===== config.mk =====
export PLATFORM = sky130hd
export DESIGN_NAME = neorv32_boot_banner_uart
export DESIGN_NICKNAME = d
export VERILOG_FILES = /design/src/rtl/neorv32_boot_banner_pkg.sv /design/src/rtl/neorv32_uart_tx_core.sv /design/src/rtl/neorv32_boot_banner_uart.sv
export SDC_FILE = /design/constraint.sdc
export NUM_CORES = 1
export LEC_CHECK = 0
export CELL_PAD_IN_SITES_DETAIL_PLACEMENT = 0
export CELL_PAD_IN_SITES_GLOBAL_PLACEMENT = 1
export CORE_MARGIN = 8
export CORE_UTILIZATION = 45
export DETAILED_ROUTE_END_ITERATION = 10
export HOLD_SLACK_MARGIN = 0.15
export PLACE_DENSITY_LB_ADDON = 0.1
export SLEW_MARGIN = 25
export SYNTH_ARGS = -nofsm -noshare
export SYNTH_HDL_FRONTEND = slang
export SYNTH_SLANG_ARGS = --single-unit

===== constraint.sdc =====
create_clock -name clk_i -period 5.7 [get_ports clk_i]
set_input_delay 1.425 -clock clk_i [delete_from_list [all_inputs] [get_ports clk_i]]
set_output_delay 1.425 -clock clk_i [all_outputs]
set_load 0.005 [all_outputs]

===== src/rtl/neorv32_boot_banner_pkg.sv =====
// Shared constants for the boot-banner UART stand-in.
// Latency: n/a (constants, types and a constant function only).
// Backpressure: n/a.
// Contents: banner length and ROM, TX/RX state encodings, bit-period divider helper.
package neorv32_boot_banner_pkg;

   localparam int BANNER_LEN = 11;

   // "\r\nNEORV32\r\n"
   localparam logic [7:0] BANNER_ROM [BANNER_LEN] = '{
      8'h0D, 8'h0A, 8'h4E, 8'h45, 8'h4F, 8'h52, 8'h56, 8'h33, 8'h32, 8'h0D, 8'h0A
   };

   typedef enum logic [1:0] {
      TX_IDLE  = 2'd0,
      TX_START = 2'd1,
      TX_DATA  = 2'd2,
      TX_STOP  = 2'd3
   } tx_state_t;

   typedef enum logic [1:0] {
      RX_IDLE  = 2'd0,
      RX_START = 2'd1,
      RX_DATA  = 2'd2,
      RX_STOP  = 2'd3
   } rx_state_t;

   // Clock cycles per UART bit, truncated.
   function automatic int unsigned calc_div(input int unsigned clock_freq,
                                            input int unsigned baud_rate);
      return clock_freq / baud_rate;
   endfunction

endpackage


===== src/rtl/neorv32_uart_tx_core.sv =====
// 8N1 UART transmitter: start bit, 8 data bits LSB first, one stop bit, each DIV cycles.
// Latency: start bit appears on txd the cycle after a byte is accepted in IDLE.
// Backpressure: byte_rdy is high only in IDLE; a byte is taken when byte_vld && byte_rdy.
// Ports: core_clk/arst_n clock and async active-low reset; byte_dat/byte_vld/byte_rdy
//        input byte handshake; txd serial line straight from a flop (idle high).
module neorv32_uart_tx_core
   import neorv32_boot_banner_pkg::*;
#(
   parameter int unsigned DIV = 5208
)(
   input  logic       core_clk,
   input  logic       arst_n,
   input  logic [7:0] byte_dat,
   input  logic       byte_vld,
   output logic       byte_rdy,
   output logic       txd
);

   localparam int CW = (DIV > 2) ? $clog2(DIV) : 1;
   localparam logic [CW-1:0] CNT_LAST  = CW'(DIV - 1);
   // The stop bit's final cycle is spent in IDLE, so a waiting byte can start
   // its start bit immediately after a full-length stop bit.
   localparam logic [CW-1:0] STOP_LAST = CW'(DIV - 2);

   tx_state_t      state_q, state_d;
   logic [CW-1:0]  cnt_q, cnt_d;
   logic [2:0]     bit_q, bit_d;
   logic [7:0]     sh_q, sh_d;
   logic           txd_q, txd_d;

   always_ff @(posedge core_clk or negedge arst_n) begin
      if (!arst_n) begin
         state_q <= TX_IDLE;
         cnt_q   <= '0;
         bit_q   <= '0;
         sh_q    <= '0;
         txd_q   <= 1'b1;
      end else begin
         state_q <= state_d;
         cnt_q   <= cnt_d;
         bit_q   <= bit_d;
         sh_q    <= sh_d;
         txd_q   <= txd_d;
      end
   end

   always_comb begin
      state_d = state_q;
      cnt_d   = cnt_q;
      bit_d   = bit_q;
      sh_d    = sh_q;
      txd_d   = txd_q;
      unique case (state_q)
         TX_IDLE: begin
            txd_d = 1'b1;
            if (byte_vld) begin
               sh_d    = byte_dat;
               txd_d   = 1'b0;
               cnt_d   = '0;
               state_d = TX_START;
            end
         end
         TX_START: begin
            if (cnt_q == CNT_LAST) begin
               cnt_d   = '0;
               bit_d   = '0;
               txd_d   = sh_q[0];
               sh_d    = {1'b0, sh_q[7:1]};
               state_d = TX_DATA;
            end else begin
               cnt_d = cnt_q + CW'(1);
            end
         end
         TX_DATA: begin
            if (cnt_q == CNT_LAST) begin
               cnt_d = '0;
               if (bit_q == 3'd7) begin
                  txd_d   = 1'b1;
                  state_d = TX_STOP;
               end else begin
                  txd_d = sh_q[0];
                  sh_d  = {1'b0, sh_q[7:1]};
                  bit_d = bit_q + 3'd1;
               end
            end else begin
               cnt_d = cnt_q + CW'(1);
            end
         end
         TX_STOP: begin
            if (cnt_q == STOP_LAST) begin
               cnt_d   = '0;
               state_d = TX_IDLE;
            end else begin
               cnt_d = cnt_q + CW'(1);
            end
         end
         default: state_d = TX_IDLE;
      endcase
   end

   assign byte_rdy = (state_q == TX_IDLE);
   assign txd      = txd_q;

endmodule


===== src/rtl/neorv32_boot_banner_uart.sv =====
// NEORV32 pin-compatible stand-in: sends "\r\nNEORV32\r\n" after reset, then echoes valid RX bytes.
// Latency: banner starts one bit period after reset release; echo starts the cycle after TX is idle.
// Backpressure: none on RX; a 1-entry holding register is overwritten by newer bytes.
// Ports: clk_i core clock; rstn_i async active-low reset; uart0_rxd_i async serial in (idle high);
//        uart0_txd_o serial out (idle high, driven from a flop).
module neorv32_boot_banner_uart
   import neorv32_boot_banner_pkg::*;
#(
   parameter int unsigned CLOCK_FREQ = 100000000,
   parameter int unsigned BAUD_RATE  = 19200
)(
   input  logic clk_i,
   input  logic rstn_i,
   input  logic uart0_rxd_i,
   output logic uart0_txd_o
);

   localparam int unsigned DIV = calc_div(CLOCK_FREQ, BAUD_RATE);
   localparam int CW = $clog2(DIV + 1);
   localparam logic [CW-1:0] LEAD_LAST = CW'(DIV);
   localparam logic [CW-1:0] BIT_LAST  = CW'(DIV - 1);
   localparam logic [CW-1:0] HALF_LAST = CW'(DIV / 2 - 1);
   localparam logic [3:0]    IDX_LAST  = 4'(BANNER_LEN - 1);

   // ---------------- banner sequencer ----------------
   logic [CW-1:0] lead_cnt_q;
   logic [3:0]    idx_q;
   logic          last_loaded_q;
   logic          echo_q;
   logic          lead_done;
   logic          banner_vld;

   // ---------------- echo holding register ----------------
   logic          hold_vld_q;
   logic [7:0]    hold_dat_q;

   // ---------------- TX handshake ----------------
   logic          tx_vld;
   logic          tx_rdy;
   logic [7:0]    tx_dat;

   // ---------------- RX path ----------------
   logic          sync1_q, sync2_q, prev_q;
   logic          rearm_q;
   logic          fall;
   rx_state_t     rx_state_q, rx_state_d;
   logic [CW-1:0] rx_cnt_q, rx_cnt_d;
   logic [2:0]    rx_bit_q, rx_bit_d;
   logic [7:0]    rx_sh_q, rx_sh_d;
   logic          rx_byte_vld;
   logic          rx_frame_err;

   // Lead-in counter saturates at DIV; the first start bit begins on the
   // cycle after it saturates, giving exactly one idle bit after release.
   assign lead_done  = (lead_cnt_q == LEAD_LAST);
   assign banner_vld = lead_done && !last_loaded_q;

   assign tx_vld = echo_q ? hold_vld_q : banner_vld;
   assign tx_dat = echo_q ? hold_dat_q : BANNER_ROM[idx_q];

   always_ff @(posedge clk_i or negedge rstn_i) begin
      if (!rstn_i) begin
         lead_cnt_q    <= '0;
         idx_q         <= '0;
         last_loaded_q <= 1'b0;
         echo_q        <= 1'b0;
      end else begin
         if (!lead_done) begin
            lead_cnt_q <= lead_cnt_q + CW'(1);
         end
         if (banner_vld && tx_rdy) begin
            if (idx_q == IDX_LAST) begin
               last_loaded_q <= 1'b1;
            end else begin
               idx_q <= idx_q + 4'd1;
            end
         end
         // TX back in IDLE after the last banner byte means its stop bit is done.
         if (last_loaded_q && tx_rdy) begin
            echo_q <= 1'b1;
         end
      end
   end

   // A byte completing in the same cycle TX takes the register wins the
   // register; TX has already sampled the old contents through tx_dat.
   always_ff @(posedge clk_i or negedge rstn_i) begin
      if (!rstn_i) begin
         hold_vld_q <= 1'b0;
         hold_dat_q <= '0;
      end else if (rx_byte_vld && echo_q) begin
         hold_vld_q <= 1'b1;
         hold_dat_q <= rx_sh_q;
      end else if (echo_q && hold_vld_q && tx_rdy) begin
         hold_vld_q <= 1'b0;
      end
   end

   neorv32_uart_tx_core #(
      .DIV (DIV)
   ) u_tx (
      .core_clk (clk_i),
      .arst_n   (rstn_i),
      .byte_dat (tx_dat),
      .byte_vld (tx_vld),
      .byte_rdy (tx_rdy),
      .txd      (uart0_txd_o)
   );

   // Synchronizer flops clear to 0 so a line that is low from reset never
   // looks like a falling edge and never arms the receiver.
   assign fall = prev_q && !sync2_q;

   always_ff @(posedge clk_i or negedge rstn_i) begin
      if (!rstn_i) begin
         sync1_q    <= 1'b0;
         sync2_q    <= 1'b0;
         prev_q     <= 1'b0;
         rearm_q    <= 1'b0;
         rx_state_q <= RX_IDLE;
         rx_cnt_q   <= '0;
         rx_bit_q   <= '0;
         rx_sh_q    <= '0;
      end else begin
         sync1_q    <= uart0_rxd_i;
         sync2_q    <= sync1_q;
         prev_q     <= sync2_q;
         rx_state_q <= rx_state_d;
         rx_cnt_q   <= rx_cnt_d;
         rx_bit_q   <= rx_bit_d;
         rx_sh_q    <= rx_sh_d;
         // After a framing error the line must go high before the next frame.
         if (rx_frame_err) begin
            rearm_q <= 1'b0;
         end else if (rx_state_q == RX_IDLE && sync2_q) begin
            rearm_q <= 1'b1;
         end
      end
   end

   always_comb begin
      rx_state_d   = rx_state_q;
      rx_cnt_d     = rx_cnt_q;
      rx_bit_d     = rx_bit_q;
      rx_sh_d      = rx_sh_q;
      rx_byte_vld  = 1'b0;
      rx_frame_err = 1'b0;
      unique case (rx_state_q)
         RX_IDLE: begin
            if (rearm_q && fall) begin
               rx_cnt_d   = '0;
               rx_state_d = RX_START;
            end
         end
         RX_START: begin
            if (rx_cnt_q == HALF_LAST) begin
               rx_cnt_d = '0;
               rx_bit_d = '0;
               // High at mid start bit: a glitch, not a frame.
               rx_state_d = sync2_q ? RX_IDLE : RX_DATA;
            end else begin
               rx_cnt_d = rx_cnt_q + CW'(1);
            end
         end
         RX_DATA: begin
            if (rx_cnt_q == BIT_LAST) begin
               rx_cnt_d = '0;
               rx_sh_d  = {sync2_q, rx_sh_q[7:1]};
               if (rx_bit_q == 3'd7) begin
                  rx_state_d = RX_STOP;
               end else begin
                  rx_bit_d = rx_bit_q + 3'd1;
               end
            end else begin
               rx_cnt_d = rx_cnt_q + CW'(1);
            end
         end
         RX_STOP: begin
            if (rx_cnt_q == BIT_LAST) begin
               rx_cnt_d     = '0;
               rx_state_d   = RX_IDLE;
               rx_byte_vld  = sync2_q;
               rx_frame_err = !sync2_q;
            end else begin
               rx_cnt_d = rx_cnt_q + CW'(1);
            end
         end
         default: rx_state_d = RX_IDLE;
      endcase
   end

endmodule


==> results of run 1 <==
## logic make-up (layout without fill, tap and decap cells)
group | count (synthesis) | count (layout) | synth area share, %
xor gates and xnor gates | 15 | 15 | 2.926
DFF | 85 | 85 | 47.41
AOI/OAI and AO/OA | 95 | 95 | 13.74
adders and majority gates | 22 | 22 | 6.131
and+or+nand+nor | 142 | 142 | 18.31
muxes | 35 | 35 | 8.556
buffers and inverters | 33 | 43 | 2.926
## state kept, by name, summed over array words and instances (netlist names), 2 cells and up, named ones only
register,count
u_tx.bit_q,3
hold_dat_q,8
u_tx.sh_q,8
u_tx.state_q,2
rx_sh_q,8
idx_q,4
lead_cnt_q,13
rx_bit_q,3
u_tx.cnt_q,13
rx_cnt_q,13
## power by group
| group | switching (mW) | internal [mW] |
|---|---|---|
| clock network | 0.214 | 0.285 |
| registers | 0.0381 | 0.628 |
| logic | 0.0657 | 0.0457 |
| total | 0.318 | 0.959 |
## metal layers
layer	global-route usage [%]	vias up	part of all wire [%]
li1	-	1555	-
met1	17.63	1520	52
met2	21.66	19	45
met3	2.345	8	1.9
met4	6.223	0	1.1
met5	0	-	0
## area by class of cell
type / count / area (µm²) / area share, %
clock buffer: 12 / 165.2 / 3.376
clock inverter: 4 / 77.57 / 1.586
inverter: 22 / 82.58 / 1.688
multi-input combinational: 309 / 2230 / 45.58
sequential: 85 / 2128 / 43.50
tap: 133 / 166.4 / 3.402
timing repair buffer: 5 / 42.54 / 0.8696
## placed cells by master, fill, tap and decap left out, types with 3 or more instances in the layout
master	synthesis	layout
nand4_1	10	10
buf_4	1	3
nor4_1	3	3
mux2_2	27	27
xor2_1	4	4
nor3b_1	7	7
nor2b_1	8	8
o21ai_0	26	26
ha_1	22	22
nand2b_1	3	3
nand2_1	37	37
o31ai_1	4	4
or2_2	5	5
a31oi_1	9	9
inv_1	22	22
and3_1	11	11
a22o_1	7	7
clkbuf_8	0	12
nor2_1	21	21
mux2i_1	8	8
a221oi_1	3	3
nand3_1	11	11
a21o_1	8	8
dfrtp_1	84	84
xnor2_1	11	11
a21oi_1	21	21
or3_1	5	5
nor3_1	5	5
and4_1	4	4
## worst paths after layout
kind,to,start,cells after the start,slack [ns]
max,uart0_txd_o,u_tx.txd,1,2.89
min,sync2_q,sync1_q,0,0.36
max reg2reg,u_tx.cnt_q[8],u_tx.state_q[0],8,3.16
min reg2reg,sync2_q,sync1_q,0,0.36
max in group asynchronous,sync1_q,rstn_i,2,3.66
min in group asynchronous,lead_cnt_q[6],rstn_i,1,0.98
## through the flow
| step | instances | worst slack, ns | utilization (%) | cell area [µm²] | power (mW) |
|---|---|---|---|---|---|
| CTS | 570 | 2.858 | 50.28 | 4892 | 1.298 |
| global placement | 554 | 3.212 | 47.79 | 4649 | 0.7860 |
| floorplan | 427 | 3.656 | - | 4489 | 0.7531 |
| global route | 570 | 2.834 | 50.28 | 4892 | 1.341 |
| finish | 570 | 2.892 | 50.28 | 4892 | 1.277 |
| detailed placement | 554 | 3.165 | 47.79 | 4649 | 0.7897 |
==> out/metrics.cfg, run 1 <==
[status]
status=finished, final reports clean

[drt]
drt_pre_antenna_iters=4
drt_iter0_markers=187
drc=0
vias=3102
ant_nets=0
via_per_inst=5.442
wl_per_cell_um=14.39
drt_wl_total_um=8204

[worst_hold_path]
hold_path_class=reg -> reg

[global_route]
grt_pass1_wl_um=14650
grt_usage_pct=13.59
grt_pass1_vias=3153
overflow=0
antenna_found_initial=0
grt_max_degree=58

[clocking]
cts.sinks=85
clk_latency_ns=0.35
holdBufCountCts=0
cts_setup_buffers=0
cts_made_buffers=9
clk_pin_slew_ns=0.09
cts-root-to-sink-buffers=2
root_buffer=clkbuf_8
htreeDepth=3
cts_tree=done
cts_resized=0

[floorplanning]
rows=36
start_util_pct=46.14
die_height_um=115.9
coreArea_mm2=0.009729
io-pin-count=4
fp.dieArea_mm2=0.01343
die_w_um=115.9

[timing]
slew_headroom_pct=52.04
slew_viol_final=0
finClkSkew_ns=0.009469
holdWs_ns=0.3649
finalHoldViolCount=0
rsz0062_at_grt=no
fin_crit_sh_pct=49.26
setup_violations=0
setup_tns_ns=0
worstMarginPinSlew_ns=0.7129
post-route-min-period_ns=2.808
max_clock_freq_mhz=356.2

[yosys]
synth_cell_types=55
synthFlopType=dfrtp_1
synth_area_leader_cell=dfrtp_1
synthTopCellsByArea=dfrtp_1, mux2_2, ha_1
synth_common_cells=dfrtp_1, nand2_1, mux2_2
synth_fp_nets=452
ys_warn_count=0
synthArstFlopShare_pct=100.0
synth_area_per_cell_um2=10.51
seq_area_frac_synth_pct=47.41
synth-edff-count=0
netlist_area_mm2=0.004489
netlist_instances=427
ys_ff_latch=85
yosysMostFrequentCell=dfrtp_1
synth_top_area_share_pct=46.82

[worst_setup_path]
cp_slowest_stage_delay_ns=0.53
startpoint_type=flop
crit_chain=clkdlybuf4s50_1
crit_type=reg -> out
critPathTopFamily=flip-flops
cp-end-kind=output pin
critPathBufInv=1
crit_required_ns=4.28
cp_max_fo=2
cp_slowest_cell=dfstp_2
arrival_ns=1.38

[power]
leakage_nw=2.297
ir_worst_vdd_uv=124.1
power_density_mw_per_mm2=261.0

[finish]
syn2layout_area_growth_pct=8.974
antenna_cells=0
drive_gt1_share_pct=13.96
final_nets=457
fillers=920

[place]
io_buffers=3
hpwl_um=5737
gp_congestion=0.7379

[run]
cap_violations=0

(Power assumes the default switching activity.)
==> run 2, diff against run 1 <==
==> constraint.sdc (replaced) <==
create_clock -name clk_i -period 2.8 [get_ports clk_i]
set_input_delay 0.7 -clock clk_i [delete_from_list [all_inputs] [get_ports clk_i]]
set_output_delay 0.7 -clock clk_i [all_outputs]
set_load 0.005 [all_outputs]
==> run 2 against run 1 <==
  * Cell count increased by 0.53%
  * Combinational power increased by 110%
  * Clock-buffer cell count decreased by 2
  * Register-to-register slack got worse by 2.7 ns
  * Total power increased by 95%
  * Flip-flop and latch count unchanged
  * Clock power increased by 81%
  * Non-clock buffer count increased by 3
  * Largest power group unchanged
==> out/metrics.cfg, run 2 (synthesis gave the netlist of run 1 again) <==
[worst_setup_path]
crit_cells=6  ; +5
critPathBufInv=0  ; -1
r2r_start=rx_cnt_q[0]
crit_type=reg -> reg
cp_slowest_stage_delay_ns=0.51  ; -0.02 ns
critPathTopFamily=simple AND/OR/NAND/NOR gates
cp_slowest_cell=a22o_1
rrSetupSlack_ns=0.44  ; -2.72 ns
cp_max_fo=15  ; +13
reg2reg_depth=6  ; -2
crit_required_ns=3.04  ; -1.24 ns
crit_chain=ha_1, nor3b_1, nand4_1, a22o_1, and3_1, a221o_1
reg2reg_to=rx_cnt_q[11]
cp-end-kind=flop
arrival_ns=2.60  ; +1.22 ns
crit_end=rx_cnt_q[11]
crit_start=rx_cnt_q[0]
startpoint_type=flop

[floorplanning]
fp.dieArea_mm2=0.01343  ; unchanged
start_util_pct=46.14  ; unchanged
die_w_um=115.9  ; unchanged
die_height_um=115.9  ; unchanged
io-pin-count=4  ; unchanged
coreArea_mm2=0.009729  ; unchanged
rows=36  ; unchanged

[global_route]
grt_max_degree=53  ; -8.6%
grt_usage_pct=13.84  ; +0.25 points
grtUsageMet3_pct=3.179  ; +0.83 points
grt_pass1_wl_um=14840  ; +1.3%
grt_pass1_vias=3086  ; -2.1%
overflow=0  ; unchanged
antenna_found_initial=0  ; unchanged
busiest_layer=met2
met1_usage_pct=18.33  ; +0.70 points
grt.met2_usage_pct=21.54  ; -0.12 points

[clocking]
holdBufCountCts=0  ; unchanged
cts_setup_buffers=0  ; unchanged
cts_made_buffers=9  ; unchanged
htreeDepth=3  ; unchanged
clk_pin_slew_ns=0.08  ; about the same
cts_tree=done
cts-root-to-sink-buffers=2  ; unchanged
cts_resized=0  ; unchanged
root_buffer=clkbuf_8
cts.sinks=85  ; unchanged
clk_latency_ns=0.36  ; about the same

[timing]
setup_ws_ns=0.4440  ; -2.448 ns
slew_headroom_pct=53.89  ; +1.9 points
setup_tns_ns=0  ; unchanged
fin_crit_sh_pct=84.14
finalHoldViolCount=0  ; unchanged
setup_violations=0  ; unchanged
finClkSkew_ns=0.01043  ; +0.0009612 ns
slew_viol_final=0  ; unchanged
worstMarginPinSlew_ns=0.6916  ; -0.02126 ns
post-route-min-period_ns=2.356
max_clock_freq_mhz=424.5
rsz0062_at_grt=no

[place]
io_buffers=3  ; unchanged
dp_cells=557  ; +0.54%
hpwl_um=5729  ; -0.15%
pre_cts_slack_ns=0.4528  ; -2.713 ns
gp_congestion=0.7619  ; +3.3%
placed_area_mm2=0.004684  ; +0.75%

[drt]
via_per_inst=5.438  ; about the same
drt_iter0_markers=148  ; -21%
vias=3116  ; +0.45%
wl_per_cell_um=14.52  ; +0.88%
drc=0  ; unchanged
ant_nets=0  ; unchanged
drt_wl_total_um=8320  ; +1.4%
drt_pre_antenna_iters=5  ; +1

[worst_hold_path]
hold_path_class=reg -> reg

[finish]
syn2layout_area_growth_pct=8.946  ; about the same
reg_top3=lead_cnt_q (13), rx_cnt_q (13), u_tx.cnt_q (13)
drive_gt1_share_pct=14.55  ; +0.59 points
final_cells=573  ; +0.53%
final_nets=460  ; +0.66%
final_cell_mix=dfrtp_1, nand2_1, mux2_2
layout_commonest_cell=dfrtp_1
finish.instance_area_mm2=0.004891  ; about the same
antenna_cells=0  ; unchanged

[power]
ir_worst_vdd_uv=295.8  ; +140%
power_mw=2.491  ; +95%
leakage_nw=2.298  ; about the same
power_density_mw_per_mm2=509.3  ; +95%

[status]
status=finished, final reports clean

[run]
cap_violations=0  ; unchanged

run 2: cell count changes in the layout (fill, tap and decap cells not counted), sizes merged:
| cell | delta |
|---|---|
| inv | +1 |
| clkinvlp | +1 |
| bufinv | -1 |
| buf | +3 |
| clkbuf | -2 |
| clkinv | +1 |
run 2: report_power, final:
part | leakage [nW] | switching (mW) | total (mW) | internal (mW)
sequential | 1.15 | 0.0763 | 1.35 | 1.28
combinational | 1.05 | 0.135 | 0.235 | 0.100
clock | 0.103 | 0.459 | 0.902 | 0.443
run 2: routing by layer:
| metal | routed length [µm] | vias up |
|---|---|---|
| met5 | 0 | - |
| met4 | 125 | 0 |
| met3 | 187 | 10 |
| met2 | 3796 | 22 |
| met1 | 4210 | 1519 |
| li1 | - | 1565 |
run 2: stage by stage:
stage | utilization, % | hold slack [ns]
finish | 50.27 | 0.3598
global route | 50.27 | 0.3709
CTS | 50.27 | 0.3641
detailed placement | 48.15 | 0.3440
global placement | 48.15 | 0.3483
floorplan | - | 0.3312
run 2: worst min path at each step:
stage / slack, ns / start / to / cells after the start
floorplan: 0.33 / sync1_q / sync2_q / 0
global placement: 0.35 / sync1_q / sync2_q / 0
detailed placement: 0.34 / sync1_q / sync2_q / 0
CTS: 0.36 / sync1_q / sync2_q / 0
global route: 0.37 / sync1_q / sync2_q / 0
finish: 0.36 / sync1_q / sync2_q / 0
run 2: cell type report:
cell class | count | area (µm²)
tap | 133 | 166.4
clock inverter | 6 | 68.82
fill | 913 | 4838
timing repair buffer | 8 | 77.57
sequential | 85 | 2128
multi-input combinational | 309 | 2230
clock buffer | 10 | 137.6
inverter | 22 | 82.58
==> run 3, diff against run 2 <==
==> constraint.sdc (replaced) <==
create_clock -name clk_i -period 2.2 [get_ports clk_i]
set_input_delay 0.55 -clock clk_i [delete_from_list [all_inputs] [get_ports clk_i]]
set_output_delay 0.55 -clock clk_i [all_outputs]
set_load 0.005 [all_outputs]
==> run 3 against run 2 <==
  * Via count increased by 1.9%
  * Clock skew increased by 0.0033 ns
  * Clock-buffer cell count unchanged
  * Cell count increased by 2.3%
  * Largest cell class unchanged
  * Largest power group unchanged
  * Highest routed layer unchanged
==> out/metrics.cfg, run 3 (synthesis gave the netlist of run 1 again) <==
[finish]
reg_top3=lead_cnt_q (13), rx_cnt_q (13), u_tx.cnt_q (13)
layout_commonest_cell=dfrtp_1
syn2layout_area_growth_pct=11.43
antenna_cells=0  ; unchanged
final_cell_mix=dfrtp_1, nand2_1, mux2_2
fillers=934  ; +2.3%
final_cells=586  ; +2.3%
final_nets=473  ; +2.8%
drive_gt1_share_pct=17.22  ; +2.7 points

[timing]
finalHoldViolCount=0  ; unchanged
rsz0062_at_grt=no
setup_violations=0  ; unchanged
finClkSkew_ns=0.01376  ; +0.003332 ns
max_clock_freq_mhz=490.1  ; +15%
fin_crit_sh_pct=92.74  ; +8.6 points
worstMarginPinSlew_ns=0.5568  ; -0.1348 ns
post-route-min-period_ns=2.040  ; -0.3157 ns
slew_headroom_pct=62.63  ; +8.7 points
setup_tns_ns=0  ; unchanged
slew_viol_final=0  ; unchanged

[worst_setup_path]
cp_max_fo=8  ; -7
reg2reg_depth=6  ; unchanged
crit_required_ns=2.45  ; -0.59 ns
reg2reg_to=u_tx.sh_q[7]
cp-end-kind=flop
crit_chain=ha_1, and3b_1, nand4_1, o21ai_1, nand4b_4, mux2_2
r2r_start=u_tx.cnt_q[1]
crit_type=reg -> reg
cp_slowest_stage_delay_ns=0.42  ; -0.09 ns
arrival_ns=2.29  ; -0.31 ns
crit_end=u_tx.sh_q[7]
startpoint_type=flop
rrSetupSlack_ns=0.16  ; -0.28 ns
crit_start=u_tx.cnt_q[1]
cp_slowest_cell=dfrtp_1

[power]
ir_worst_vdd_uv=449.4  ; +52%
leakage_nw=2.371  ; +3.2%
power_mw=3.171  ; +27%
power_density_mw_per_mm2=634.0  ; +24%

[run]
cap_violations=0  ; unchanged

[global_route]
grt_max_degree=42  ; -21%
antenna_found_initial=0  ; unchanged
grt_pass1_vias=3154  ; +2.2%
grt_usage_pct=14.01  ; +0.17 points
overflow=0  ; unchanged
grt_pass1_wl_um=15040  ; +1.4%

[floorplanning]
io-pin-count=4  ; unchanged
coreArea_mm2=0.009729  ; unchanged
rows=36  ; unchanged
die_height_um=115.9  ; unchanged
fp.dieArea_mm2=0.01343  ; unchanged
start_util_pct=46.14  ; unchanged
die_w_um=115.9  ; unchanged

[status]
status=finished, final reports clean

[drt]
via_per_inst=5.418  ; -0.37%
wl_per_cell_um=14.52  ; about the same
drt_iter0_markers=175  ; +18%
drc=0  ; unchanged
ant_nets=0  ; unchanged
vias=3175  ; +1.9%
drt_wl_total_um=8507  ; +2.2%
drt_pre_antenna_iters=5  ; unchanged

[clocking]
holdBufCountCts=0  ; unchanged
clk_latency_ns=0.36  ; about the same
cts_made_buffers=9  ; unchanged
cts.sinks=85  ; unchanged
clk_pin_slew_ns=0.10  ; +0.02 ns
cts_tree=done
cts-root-to-sink-buffers=2  ; unchanged
root_buffer=clkbuf_8
htreeDepth=3  ; unchanged

[place]
io_buffers=3  ; unchanged
dp_cells=569  ; +2.2%
gp_congestion=0.7397  ; -2.9%
hpwl_um=6074  ; +6.0%

[worst_hold_path]
hold_path_class=in -> async

==> run 3: repair_timing <==
action / CTS / global route
buffers inserted: 0 / 1
resized for setup: 0 / 2
setup endpoints to repair: 0 / 23
==> run 3: metrics by stage <==
stage          utilization [%]  setup WS [ns]  cell area (µm²)  hold WS [ns]
2_1_floorplan                -         0.1559             4489        0.2544
3_3_place_gp             49.20         0.1400             4787        0.3477
3_5_place_dp             49.20        0.06522             4787        0.3347
4_1_cts                  51.23        0.05246             4985        0.1734
5_1_grt                  51.41        0.02325             5002        0.1990
6_report                 51.41         0.1598             5002        0.1741
==> run 3: power breakdown <==
| part | internal, mW | switching [mW] | total (mW) |
|---|---|---|---|
| Combinational | 0.138 | 0.176 | 0.314 |
| Sequential | 1.63 | 0.0951 | 1.72 |
| Clock | 0.538 | 0.597 | 1.14 |
==> run 3: routing by layer <==
metal	wire (µm)	track usage, %	share of wire [%]	vias up
li1	-	-	-	1583
met1	4212	18.26	50	1563
met2	4031	22.58	47	21
met3	141	2.814	1.7	8
met4	121	4.927	1.4	0
met5	0	0	0	-
==> run 3: how the worst min path moves through the flow <==
| stage | slack, ns | endpoint |
|---|---|---|
| after global routing | 0.20 | u_tx.sh_q[4] |
| after CTS | 0.17 | u_tx.sh_q[0] |
| after floorplan | 0.25 | async pin |
| after global placement | 0.35 | sync2_q |
| after detailed placement | 0.33 | sync2_q |
| final | 0.17 | lead_cnt_q[5] |
==> run 3: layout make-up <==
type | count | area [µm²] | area share [%]
Timing Repair Buffer | 21 | 187.7 | 3.752
Clock inverter | 6 | 70.07 | 1.401
Tap cell | 133 | 166.4 | 3.327
Sequential cell | 85 | 2128 | 42.55
Multi-Input combinational cell | 309 | 2240 | 44.77
Inverter | 22 | 82.58 | 1.651
Clock buffer | 10 | 127.6 | 2.551
==> run 3: worst max-delay path: cells and delay by family (launching register included) <==
family                   cells  cell delay, ns
AND/OR/NAND/NOR              3            0.66
adder cells (fa/ha/maj)      1            0.24
flip-flops                   1            0.42
AO/OA/AOI/OAI                1            0.29
multiplexers                 1            0.33
